--- config.mk ---
export PLATFORM = sky130hd
export DESIGN_NAME = kgp_mem_arbiter_flat
export DESIGN_NICKNAME = d
export VERILOG_FILES = /design/src/rtl/kgp_arb_pkg.sv /design/src/rtl/kgp_mem_arbiter_if.sv /design/src/rtl/kgp_arb_resp_pipe.sv /design/src/rtl/kgp_mem_arbiter.sv /design/src/flat_wrapper.sv
export SDC_FILE = /design/constraint.sdc
export NUM_CORES = 1
export LEC_CHECK = 0
export ABC_AREA = 1
export CAP_MARGIN = 30
export CORE_AREA = 2 2 103 105
export DETAILED_ROUTE_END_ITERATION = 8
export DIE_AREA = 0 0 105 107
export DONT_BUFFER_PORTS = 1
export GPL_TIMING_DRIVEN = 0
export PLACE_DENSITY = 0.36
export SLEW_MARGIN = 10
export SYNTH_ARGS = -nofsm -noshare
export SYNTH_HDL_FRONTEND = slang
export SYNTH_SLANG_ARGS = --single-unit
--- constraint.sdc ---
create_clock -name clk -period 2 [get_ports clk]
set_clock_uncertainty 0.2 [all_clocks]
set_input_delay 0.3 -clock clk [delete_from_list [all_inputs] [get_ports clk]]
set_output_delay 0.3 -clock clk [all_outputs]
set_load 0.01 [all_outputs]
--- src/rtl/kgp_arb_pkg.sv ---
// Shared types and default constants for the KGP-RISC unified-memory arbiter.
package kgp_arb_pkg;

    localparam int unsigned DEF_ADDR_W     = 32;
    localparam int unsigned DEF_DATA_W     = 32;
    localparam int unsigned DEF_MEM_LAT    = 1;
    localparam int unsigned DEF_STARVE_MAX = 4;
    localparam int unsigned STARVE_W       = 4;

    // Owner of an in-flight read response
    typedef enum logic [1:0] {
        OWN_NONE = 2'd0,
        OWN_I    = 2'd1,
        OWN_D    = 2'd2
    } own_t;

endpackage

--- src/rtl/kgp_mem_arbiter_if.sv ---
// Fetch, load/store and memory-port signals of the arbiter, grouped for the core/memory boundary.
interface kgp_mem_arbiter_if
    import kgp_arb_pkg::*;
#(
    parameter int unsigned ADDR_W = DEF_ADDR_W,
    parameter int unsigned DATA_W = DEF_DATA_W
);
    logic              i_req;
    logic [ADDR_W-1:0] i_addr;
    logic              i_gnt;
    logic              i_rvalid;
    logic [DATA_W-1:0] i_rdata;

    logic              d_req;
    logic              d_we;
    logic [ADDR_W-1:0] d_addr;
    logic [DATA_W-1:0] d_wdata;
    logic              d_gnt;
    logic              d_rvalid;
    logic [DATA_W-1:0] d_rdata;

    logic              mem_en;
    logic              mem_we;
    logic [ADDR_W-1:0] mem_addr;
    logic [DATA_W-1:0] mem_wdata;
    logic [DATA_W-1:0] mem_rdata;

    // Arbiter side
    modport slave (
        input  i_req, i_addr, d_req, d_we, d_addr, d_wdata, mem_rdata,
        output i_gnt, i_rvalid, i_rdata, d_gnt, d_rvalid, d_rdata,
        output mem_en, mem_we, mem_addr, mem_wdata
    );

    // Core and memory side
    modport master (
        output i_req, i_addr, d_req, d_we, d_addr, d_wdata, mem_rdata,
        input  i_gnt, i_rvalid, i_rdata, d_gnt, d_rvalid, d_rdata,
        input  mem_en, mem_we, mem_addr, mem_wdata
    );

endinterface

--- src/rtl/kgp_arb_resp_pipe.sv ---
// MEM_LAT-deep owner-tag shift register that tracks which requester each read belongs to.
module kgp_arb_resp_pipe
    import kgp_arb_pkg::*;
#(
    parameter int unsigned MEM_LAT = DEF_MEM_LAT
) (
    input  logic clk,
    input  logic rst_n,
    input  own_t tag_in,
    output own_t tag_out
);

    own_t stage [MEM_LAT];

    always_ff @(posedge clk or negedge rst_n) begin
        if (!rst_n) begin
            for (int unsigned i = 0; i < MEM_LAT; i++) begin
                stage[i] <= OWN_NONE;
            end
        end else begin
            stage[0] <= tag_in;
            for (int unsigned i = 1; i < MEM_LAT; i++) begin
                stage[i] <= stage[i-1];
            end
        end
    end

    assign tag_out = stage[MEM_LAT-1];

endmodule

--- src/rtl/kgp_mem_arbiter.sv ---
// Arbitrates the single-ported unified memory between fetch and load/store and routes read data back.
// Define KGP_ARB_RR_EN for round-robin arbitration instead of data priority with a starvation guard.
module kgp_mem_arbiter
    import kgp_arb_pkg::*;
#(
    parameter int unsigned ADDR_W     = DEF_ADDR_W,
    parameter int unsigned DATA_W     = DEF_DATA_W,
    parameter int unsigned MEM_LAT    = DEF_MEM_LAT,
    parameter int unsigned STARVE_MAX = DEF_STARVE_MAX
) (
    input  logic              clk,
    input  logic              rst,
    kgp_mem_arbiter_if.slave  bus
);

    logic i_win_c;
    logic d_win_c;
    own_t tag_in;
    own_t tag_out;

`ifdef KGP_ARB_RR_EN
    logic rr_last_i;  // fetch won the most recent conflict; reset value lets data win first

    always_ff @(posedge clk or negedge rst) begin
        if (!rst) begin
            rr_last_i <= 1'b1;
        end else if (bus.i_req && bus.d_req) begin
            rr_last_i <= i_win_c;
        end
    end

    assign i_win_c = rst && bus.i_req && (!bus.d_req || !rr_last_i);
`else
    logic [STARVE_W-1:0] starve_cnt;
    logic                starved_c;

    assign starved_c = (starve_cnt == STARVE_W'(STARVE_MAX));

    // Counts fetch wait cycles, saturating at the limit that forces a fetch grant
    always_ff @(posedge clk or negedge rst) begin
        if (!rst) begin
            starve_cnt <= '0;
        end else if (!bus.i_req || i_win_c) begin
            starve_cnt <= '0;
        end else if (!starved_c) begin
            starve_cnt <= starve_cnt + STARVE_W'(1);
        end
    end

    assign i_win_c = rst && bus.i_req && (!bus.d_req || starved_c);
`endif

    assign d_win_c = rst && bus.d_req && !i_win_c;

    assign bus.i_gnt     = i_win_c;
    assign bus.d_gnt     = d_win_c;
    assign bus.mem_en    = i_win_c || d_win_c;
    assign bus.mem_we    = d_win_c && bus.d_we;
    assign bus.mem_addr  = i_win_c ? bus.i_addr : (d_win_c ? bus.d_addr : '0);
    assign bus.mem_wdata = d_win_c ? bus.d_wdata : '0;

    // Stores and idle cycles travel as NONE so they never raise rvalid
    assign tag_in = i_win_c              ? OWN_I :
                    (d_win_c && !bus.d_we) ? OWN_D : OWN_NONE;

    kgp_arb_resp_pipe #(
        .MEM_LAT (MEM_LAT)
    ) u_resp_pipe (
        .clk     (clk),
        .rst_n   (rst),
        .tag_in  (tag_in),
        .tag_out (tag_out)
    );

    assign bus.i_rvalid = (tag_out == OWN_I);
    assign bus.d_rvalid = (tag_out == OWN_D);
    assign bus.i_rdata  = bus.i_rvalid ? bus.mem_rdata : '0;
    assign bus.d_rdata  = bus.d_rvalid ? bus.mem_rdata : '0;

    i_req_hold_a: assert property (@(posedge clk) disable iff (!rst)
        (bus.i_req && !bus.i_gnt) |=> bus.i_req);

    d_req_hold_a: assert property (@(posedge clk) disable iff (!rst)
        (bus.d_req && !bus.d_gnt) |=> bus.d_req);

endmodule

--- src/flat_wrapper.sv ---
// flat-port wrapper written by rule: the top's interface ports become plain ports
module kgp_mem_arbiter_flat import kgp_arb_pkg::*;
#(
    parameter int unsigned ADDR_W     = DEF_ADDR_W,
    parameter int unsigned DATA_W     = DEF_DATA_W,
    parameter int unsigned MEM_LAT    = DEF_MEM_LAT,
    parameter int unsigned STARVE_MAX = DEF_STARVE_MAX
)
  (clk, rst, bus_i_req, bus_i_addr, bus_d_req, bus_d_we, bus_d_addr, bus_d_wdata, bus_mem_rdata, bus_i_gnt, bus_i_rvalid, bus_i_rdata, bus_d_gnt, bus_d_rvalid, bus_d_rdata, bus_mem_en, bus_mem_we, bus_mem_addr, bus_mem_wdata);
  kgp_mem_arbiter_if #(.ADDR_W(ADDR_W), .DATA_W(DATA_W)) bus_i ();
  input  logic clk;
  input  logic rst;
  input wire logic [$bits(bus_i.i_req)-1:0] bus_i_req;
  input wire logic [$bits(bus_i.i_addr)-1:0] bus_i_addr;
  input wire logic [$bits(bus_i.d_req)-1:0] bus_d_req;
  input wire logic [$bits(bus_i.d_we)-1:0] bus_d_we;
  input wire logic [$bits(bus_i.d_addr)-1:0] bus_d_addr;
  input wire logic [$bits(bus_i.d_wdata)-1:0] bus_d_wdata;
  input wire logic [$bits(bus_i.mem_rdata)-1:0] bus_mem_rdata;
  output wire logic [$bits(bus_i.i_gnt)-1:0] bus_i_gnt;
  output wire logic [$bits(bus_i.i_rvalid)-1:0] bus_i_rvalid;
  output wire logic [$bits(bus_i.i_rdata)-1:0] bus_i_rdata;
  output wire logic [$bits(bus_i.d_gnt)-1:0] bus_d_gnt;
  output wire logic [$bits(bus_i.d_rvalid)-1:0] bus_d_rvalid;
  output wire logic [$bits(bus_i.d_rdata)-1:0] bus_d_rdata;
  output wire logic [$bits(bus_i.mem_en)-1:0] bus_mem_en;
  output wire logic [$bits(bus_i.mem_we)-1:0] bus_mem_we;
  output wire logic [$bits(bus_i.mem_addr)-1:0] bus_mem_addr;
  output wire logic [$bits(bus_i.mem_wdata)-1:0] bus_mem_wdata;
  assign bus_i.i_req = bus_i_req;
  assign bus_i.i_addr = bus_i_addr;
  assign bus_i.d_req = bus_d_req;
  assign bus_i.d_we = bus_d_we;
  assign bus_i.d_addr = bus_d_addr;
  assign bus_i.d_wdata = bus_d_wdata;
  assign bus_i.mem_rdata = bus_mem_rdata;
  assign bus_i_gnt = bus_i.i_gnt;
  assign bus_i_rvalid = bus_i.i_rvalid;
  assign bus_i_rdata = bus_i.i_rdata;
  assign bus_d_gnt = bus_i.d_gnt;
  assign bus_d_rvalid = bus_i.d_rvalid;
  assign bus_d_rdata = bus_i.d_rdata;
  assign bus_mem_en = bus_i.mem_en;
  assign bus_mem_we = bus_i.mem_we;
  assign bus_mem_addr = bus_i.mem_addr;
  assign bus_mem_wdata = bus_i.mem_wdata;
  kgp_mem_arbiter #(.ADDR_W(ADDR_W), .DATA_W(DATA_W), .MEM_LAT(MEM_LAT), .STARVE_MAX(STARVE_MAX)) u_core (.clk(clk), .rst(rst), .bus(bus_i));
endmodule
==> results.toml, run 1 <==
[floorplanning]
start_util = 0.1521
die_y_um = 107
die_area_sq_um = 11240
pin_count = 267
rows = 37
die_x_um = 105
core_area_sq_um = 10090

[critical_path]
slowest_stage = "dfrtp_1"
cp-end-kind = "output pin"
worstPathArrival_ns = 1.58
cp_top_family = "flip-flops"
rr_worst_depth = 8
regToRegStartpoint = "u_core.starve_cnt[0]"
path_max_fanout = 7
path_depth = 8
path_buf_inv = 3
path_class = "register to output pin"
r2r_slack_ns = 0.40
start_kind = "register"
crit_chain = "inv_2 > ha_4 > nand3_4 > a21oi_4 > buf_6 > buf_6 > nand2_2 > nand2_2"
crit_start = "u_core.starve_cnt[0]"
slowest_delay_ns = 0.39
crit_required_ns = 1.50

[timing]
worst_pin_slew_ns = 0.4774
rsz0062_at_grt = "yes"
fmax_mhz = 481.6
setup_viol = 60
period_needed_ns = 2.076
fin_crit_sh = 1.038
drv_slew = 0
finalWorstSetupSlack_ns = -0.07630
tns_ns = -2.617
slew-limit-headroom = 0.6817
hold_viol = 0

[detailed_routing]
post-route-drc-count = 0
avgRoutedWirePerCell_um = 13.57
top_layer = "met4"
drt_first_pass_iters = 4
met1_length_mm = 2.066
drt-initial-drc-count = 50
met3_length_um = 497
via_per_inst = 4.324
routed_wl_mm = 6.566
final_antenna_net_count = 0
vias = 2093
wl_met2_mm = 3.958

[place]
gp_congestion = 0.7129
hpwlAfterDp_mm = 4.652
place_area_sq_um = 1705
io_buffers = 0

[cts]
numCtsBuffers = 3
clkSlewWorstSetupHoldPaths_ns = 0.04
cts-root-buf = "clkbuf_8"
htree_levels = 1
clk_latency_ns = 0.22
cts_tree = "built"
clockBufferDepth = 2
clock_sinks = 6

[logic_synthesis]
synth-main-ff-cell = "dfrtp_1"
async_flop_share = 1.000
yosysSeqAreaShare = 0.09780
ys_ff_latch = 6
synth_edf_count = 0
avgSynthCellArea_sq_um = 4.753
yosysTopAreaCell = "nor2_1"
synth.yosys.warnings = 0
netlist_area_sq_um = 1535
syn_inst = 323
synth.top_cell.area_share = 0.2518
ys_types = 18
synthTopCellsByArea = "nor2_1 (25%), inv_1 (18%), nand2_1 (17%)"
synth_fp_nets = 458

[grt]
grt_use_total = 0.09589
grt_overflow = 0
grt_pass1_vias = 1832
grt_pass1_wl_mm = 8.714
grt_max_degree = 11
antenna_found_initial = 0

[finish]
seq_area_sq_um = 150.1
drive_gt1_frac = 0.4339
nFillCells = 1099
area_growth_pct = 67.73
finalNetCount = 485
post-route-cell-area_sq_um = 2575
n_antenna_cell = 0
final_common_cell = "inv_1"
multi_input_area_sq_um = 1494
layout_common_cells = "inv_1 (73), nor2_1 (60), nand2_2 (49)"

[outcome]
status = "complete, but fails checks"
violations = "setup timing"

[min_path]
hold_depth = 2
hold_path.class = "input pin to register"
holdCritStartpoint = "bus_i_req"

[power_and_ir_drop]
total_leakage_power_uw = 0.001360
ir_drop_v = 0.0001835
cellPowerDensity_nw_per_um2 = 329.9

[job]
maxCapViolCount = 0
==> flip-flops by register name, summed over array words and instances (netlist names) <==
signal and cells:
u_core.starve_cnt 4, u_core.u_resp_pipe.tag_out 2
==> layout make-up <==
cell class                 count  share of cell area
inverter                      76              0.1108
buffer                        18             0.06803
tap                          136             0.06608
multi-input combinational    224              0.5802
sequential                     6             0.05831
clock buffer                   3             0.01603
timing repair buffer          21              0.1006
==> final timing paths <==
path / end
setup / recovery: bus_mem_addr[17]
hold / removal: u_core.starve_cnt[2]
setup reg to reg: u_core.starve_cnt[0]
hold reg to reg: u_core.starve_cnt[3]
max in group asynchronous: u_core.starve_cnt[1]
min in group asynchronous: u_core.u_resp_pipe.tag_out[1]
==> where the power goes <==
group / total (uW) / switching (uW) / internal, uW
Clock: 183 / 53.5 / 129
Sequential: 142 / 10.6 / 132
Combinational: 524 / 324 / 200
Total: 850 / 389 / 461
==> routing by layer <==
metal | vias up | track usage
li1 | 978 | -
met1 | 960 | 0.08245
met2 | 151 | 0.2189
met3 | 4 | 0.01884
met4 | 0 | 0.01810
met5 | - | 0
==> stage by stage <==
stage               worst slack, ns  utilization  hold slack [ns]  instances  power, uW
global placement           -0.07979       0.1690          -0.1952        459      467.1
CTS                        -0.07588       0.2184          0.08244        477      772.5
finish                     -0.07630       0.2551          0.08916        484      849.5
floorplan                    0.1174            -          -0.1956        323      416.3
detailed placement          -0.1015       0.1690          -0.1952        459      468.5
global route                -0.1612       0.2551           0.1199        484      921.1
==> repair_timing <==
action,in CTS,in global routing
setup buffers,10,3
hold buffers,2,0
endpoints found under the setup margin,97,72
endpoints found under the hold margin,7,0
gates cloned,3,4
gates resized for setup,110,62
pin swaps,29,12
==> kinds of logic after synthesis <==
logic type,synth area share
xor gates and xnor gates,0.005706
adders and majority gates,0.01630
and+or+nand+nor,0.5974
buffers and inverters,0.2722
AOI/OAI and AO/OA,0.01060
DFF,0.09780
==> synth_stat cells, types with 2 or more instances <==
cell type,count
ha_1,2
nand2_4,2
nand3_1,34
clkbuf_1,8
nand2_2,5
nand2_1,70
dfrtp_1,6
nand4_1,3
inv_1,75
buf_6,8
nor2_1,103
(Power assumes the default switching activity.)
==> run 2: changes to the inputs <==
--- a/config.mk
+++ b/config.mk
@@ -12,6 +12,7 @@
 export DIE_AREA = 0 0 105 107
 export DONT_BUFFER_PORTS = 1
 export GPL_TIMING_DRIVEN = 0
+export MAX_ROUTING_LAYER = met4
 export PLACE_DENSITY = 0.36
 export SLEW_MARGIN = 10
 export SYNTH_ARGS = -nofsm -noshare
==> run 2 against run 1 <==
Compared with the run above: the flow still finishes with violations (setup timing); final cell count is 0.21% higher; global-route usage grew 0.21 points; routed wire length is 0.49% higher; sequential share of layout area fell by 0.089 points; combinational power rose by 2%; clock-buffer cell count stayed put.
==> results.toml, run 2 (same netlist as run 1, synthesis figures left out) <==
[outcome]
status = "complete, but fails checks"
violations = "setup timing"

[grt]
grt_use_total = 0.09802
antenna_found_initial = 0
grt_max_degree = 11
grt_overflow = 0
grt_pass1_wl_mm = 8.666
grt_pass1_vias = 1835

[min_path]
hold_path.class = "input pin to register"
hold_depth = 2
hold-path-endpoint = "u_core.starve_cnt[2]"
holdCritStartpoint = "bus_i_req"

[detailed_routing]
via_per_inst = 4.355
avgRoutedWirePerCell_um = 13.60
drt_first_pass_iters = 4
post-route-drc-count = 0
vias = 2112
final_antenna_net_count = 0
drt-initial-drc-count = 33
routed_wl_mm = 6.598

[critical_path]
path_depth = 8
slowest_stage = "dfrtp_1"
cpMostUsedCell = "buf_6"
crit_chain = "inv_2 > ha_4 > nand3_4 > a21oi_4 > buf_6 > buf_6 > nand2_1 > nand2_2"
path_max_fanout = 7
crit_start = "u_core.starve_cnt[1]"
cp-end-kind = "output pin"
crit_required_ns = 1.50
slowest_delay_ns = 0.39
start_kind = "register"
path_buf_inv = 3
worstPathArrival_ns = 1.57
cp_top_family = "flip-flops"
path_class = "register to output pin"
r2r_slack_ns = 0.40
regToRegStartpoint = "u_core.starve_cnt[1]"
rr_worst_depth = 8
r2r-end = "u_core.starve_cnt[0]"

[floorplanning]
die_y_um = 107
die_area_sq_um = 11240
die_x_um = 105
pin_count = 267
core_area_sq_um = 10090
start_util = 0.1521
rows = 37

[timing]
worst_pin_slew_ns = 0.4785
period_needed_ns = 2.074
rsz0062_at_grt = "yes"
fmax_mhz = 482.1
tns_ns = -2.764
finalWorstSetupSlack_ns = -0.07426
slew-limit-headroom = 0.6810
drv_slew = 0
fin_crit_sh = 1.037
setup_viol = 62
hold_viol = 0

[finish]
nFillCells = 1094
largest_reg_flops = 4
final_common_cell = "inv_1"
top_register = "u_core.starve_cnt"
layout_common_cells = "inv_1 (73), nor2_1 (60), nand2_2 (40)"
post-route-cell-area_sq_um = 2615
n_antenna_cell = 0
drive_gt1_frac = 0.4241
finalNetCount = 486
area_growth_pct = 70.33

[cts]
clockBufferDepth = 2
cts-root-buf = "clkbuf_8"
clock_sinks = 6
numCtsBuffers = 3
cts_tree = "built"
htree_levels = 1
clkSlewWorstSetupHoldPaths_ns = 0.04
clk_latency_ns = 0.22

[place]
io_buffers = 0
hpwlAfterDp_mm = 4.652
gp_congestion = 0.7211
pre_cts_ws_ns = -0.1015
place_area_sq_um = 1705

[power_and_ir_drop]
power.internal_uw = 466.2
p_clk_frac = 0.213
sw_frac_of_total = 0.4570
total_power_uw = 858.6
power.share.sequential = 0.166
total_leakage_power_uw = 0.001392
ir_drop_v = 0.0001834
p_comb_frac = 0.621
p_sw_uw = 392.4
cellPowerDensity_nw_per_um2 = 328.3

[job]
maxCapViolCount = 0
run 2: metrics by stage:
stage | hold slack [ns] | util | cells
after CTS | 0.08244 | 0.2184 | 477
final | 0.08938 | 0.2591 | 485
after detailed placement | -0.1952 | 0.1690 | 459
after global placement | -0.1952 | 0.1690 | 459
after floorplan | -0.1956 | - | 323
after global routing | 0.1200 | 0.2591 | 485
run 2: repair_timing:
item	4_1_cts	5_1_grt
setup endpoints to repair	97	72
endpoints found under the hold margin	7	0
buffers inserted	10	4
pin swaps	29	6
resized for setup	110	64
gates cloned	3	4
hold buffers	2	0
run 2: worst max path at each step:
stage                             end  slack (ns)
floorplan           bus_mem_wdata[22]        0.12
CTS                  bus_mem_wdata[4]       -0.08
global placement     bus_mem_addr[22]       -0.08
finish               bus_mem_addr[19]       -0.07
global route         bus_mem_addr[19]       -0.17
detailed placement   bus_mem_addr[22]       -0.10
run 2: metal layers:
| layer | up-vias | part of all wire | track usage | routed length (um) |
|---|---|---|---|---|
| li1 | 982 | - | - | - |
| met1 | 963 | 0.32 | 0.08428 | 2084 |
| met2 | 155 | 0.60 | 0.2147 | 3940 |
| met3 | 12 | 0.069 | 0.01337 | 453 |
| met4 | 0 | 0.018 | 0.02667 | 120 |
| met5 | - | 0 | - | 0 |
run 2: cell type report:
cell class,count,area [sq um],share of cell area
timing repair buffer,22,279.0,0.1067
tap,136,170.2,0.06507
clock buffer,3,41.29,0.01579
inverter,76,285.3,0.1091
buffer,18,175.2,0.06699
sequential,6,150.1,0.05742
multi-input combinational,224,1514,0.5789
run 2: power groups by stage:
stage / clock network [uW] / registers (uW) / logic, uW
floorplan: 0 / 143 / 273
global placement: 0 / 147 / 320
detailed placement: 0 / 147 / 322
CTS: 192 / 143 / 437
global route: 206 / 144 / 580
finish: 183 / 142 / 533
==> run 3: changes to the inputs <==
--- a/config.mk
+++ b/config.mk
@@ -8,6 +8,7 @@
 export ABC_AREA = 1
 export CAP_MARGIN = 30
 export CORE_AREA = 2 2 103 105
+export CTS_BUF_LIST = sky130_fd_sc_hd__clkbuf_16
 export DETAILED_ROUTE_END_ITERATION = 8
 export DIE_AREA = 0 0 105 107
 export DONT_BUFFER_PORTS = 1
==> run 3 against run 2 <==
Compared with the run above: the run still ends with setup timing left; routed wire length down 0.61%; clock-buffer cell count unchanged; fmax about the same; combinational power about the same; setup slack got worse by 0.0018 ns; first-iteration DRC count increased by 15%; critical endpoint unchanged; register-to-register slack hardly changed; die area unchanged; non-clock buffer count did not move; final cell count is the same; sequential cell count unchanged; core utilization rose by 0.19 points.
==> results.toml, run 3 (same netlist as run 1, synthesis figures left out) <==
[outcome]
status = "complete, but fails checks"
violations = "setup timing"

[critical_path]
path_max_fanout = 7
rr_worst_depth = 8
r2r_slack_ns = 0.40
slowest_stage = "dfrtp_1"
path_buf_inv = 3
slowest_delay_ns = 0.38
regToRegStartpoint = "u_core.starve_cnt[1]"
cp_top_family = "flip-flops"
start_kind = "register"
cp-end-kind = "output pin"
crit_chain = "inv_2 > ha_4 > nand3_4 > a21oi_4 > buf_6 > buf_6 > nand2_1 > nand2_2"
crit_required_ns = 1.50
worstPathArrival_ns = 1.58
path_class = "register to output pin"
r2r-end = "u_core.starve_cnt[0]"
cpMostUsedCell = "buf_6"

[cts]
cts_tree = "built"
numCtsBuffers = 3
cts-root-buf = "clkbuf_16"
clkSlewWorstSetupHoldPaths_ns = 0.03
clockBufferDepth = 2
clk_latency_ns = 0.23
clock_sinks = 6
htree_levels = 1

[min_path]
hold_path.class = "input pin to register"
hold-path-endpoint = "u_core.starve_cnt[2]"
holdCritStartpoint = "bus_i_req"
hold_depth = 2

[finish]
layout_common_cells = "inv_1 (73), nor2_1 (60), nand2_2 (40)"
area_growth_pct = 71.56
final_common_cell = "inv_1"
n_antenna_cell = 0
drive_gt1_frac = 0.4241
top_register = "u_core.starve_cnt"
finalNetCount = 486
largest_reg_flops = 4

[grt]
grt_overflow = 0
grt_max_degree = 11
grt_pass1_vias = 1835
antenna_found_initial = 0
grt_pass1_wl_mm = 8.666
grt_use_total = 0.09802

[floorplanning]
die_area_sq_um = 11240
rows = 37
start_util = 0.1521
core_area_sq_um = 10090
die_x_um = 105
die_y_um = 107
pin_count = 267

[timing]
rsz0062_at_grt = "yes"
holdWs_ns = 0.08259
drv_slew = 0
tns_ns = -2.784
fin_crit_sh = 1.038
period_needed_ns = 2.076
hold_viol = 0
finalWorstSetupSlack_ns = -0.07607
slew-limit-headroom = 0.6810
worst_pin_slew_ns = 0.4785
fmax_mhz = 481.7
setup_viol = 62

[place]
gp_congestion = 0.7211
io_buffers = 0
hpwlAfterDp_mm = 4.652

[detailed_routing]
avgRoutedWirePerCell_um = 13.52
drt-initial-drc-count = 38
via_per_inst = 4.353
vias = 2111
routed_wl_mm = 6.558
final_antenna_net_count = 0
drt_first_pass_iters = 4
post-route-drc-count = 0

[power_and_ir_drop]
total_leakage_power_uw = 0.001406
cellPowerDensity_nw_per_um2 = 378.5
ir_drop_v = 0.0002557

[job]
maxCapViolCount = 0
[run 3: changes by cell type in the layout (fill, tap and decap cells not counted)]
cell and change:
clkbuf_8 -3, nor2_2 +3, nor2_4 -3, clkbuf_16 +3
[run 3: final cells by class]
type,count,area [sq um]
Multi-Input combinational cell,224,1499
Sequential cell,6,150.1
Buffer,18,175.2
Tap cell,136,170.2
Timing Repair Buffer,22,279.0
Inverter,76,285.3
Clock buffer,3,75.07
Fill cell,1094,7458
[run 3: metal layers]
layer  global-route usage  up-vias  routed length [um]  share of wire
met1              0.08428      961                2065           0.31
met4              0.02667        0                 114          0.017
met3              0.01337       12                 455          0.069
met2               0.2147      155                3922           0.60
met5                    -        -                   0              0
li1                     -      983                   -              -
[run 3: where the power goes]
part	switching (uW)	total (uW)	leakage (uW)	internal, uW
Sequential	10.4	142	0.0000807	132
Clock	67.9	325	0.0000370	257
Combinational	326	530	0.00129	204
Total	404	997	0.00141	593
[run 3: worst max path at each step]
stage | depth (start not counted) | endpoint | slack [ns] | from
6_report | 8 | bus_mem_addr[19] | -0.08 | u_core.starve_cnt[1]
2_1_floorplan | 8 | bus_mem_wdata[22] | 0.12 | u_core.starve_cnt[0]
5_1_grt | 8 | bus_mem_addr[19] | -0.17 | u_core.starve_cnt[0]
3_3_place_gp | 7 | bus_mem_addr[22] | -0.08 | u_core.starve_cnt[0]
3_5_place_dp | 7 | bus_mem_addr[22] | -0.10 | u_core.starve_cnt[0]
4_1_cts | 8 | bus_mem_wdata[4] | -0.08 | u_core.starve_cnt[0]
[run 3: worst reg2reg max path: cells and delay by family, from the launching register on]
family	cells	cell delay, ns
DFF	1	0.38
adders and majority gates	1	0.15
and+or+nand+nor	5	0.51
buffers and inverters	2	0.24
[run 3: timing repair]
item                       4_1_cts  5_1_grt
gates cloned                     3        4
buffers inserted                10        4
hold endpoints to repair         7        0
setup endpoints to repair       97       70
hold buffers                     2        0
gates resized for setup        110       61
pin swaps                       29        6
[run 3: through the flow]
stage,worst slack (ns),instance area [sq um],utilization,cells,total power (uW)
detailed placement,-0.1015,1705,0.1690,459,468.5
global placement,-0.07979,1705,0.1690,459,467.1
floorplan,0.1174,1535,-,323,416.3
finish,-0.07607,2634,0.2610,485,996.8
global route,-0.1659,2634,0.2610,485,1065
CTS,-0.07802,2238,0.2218,477,912.6
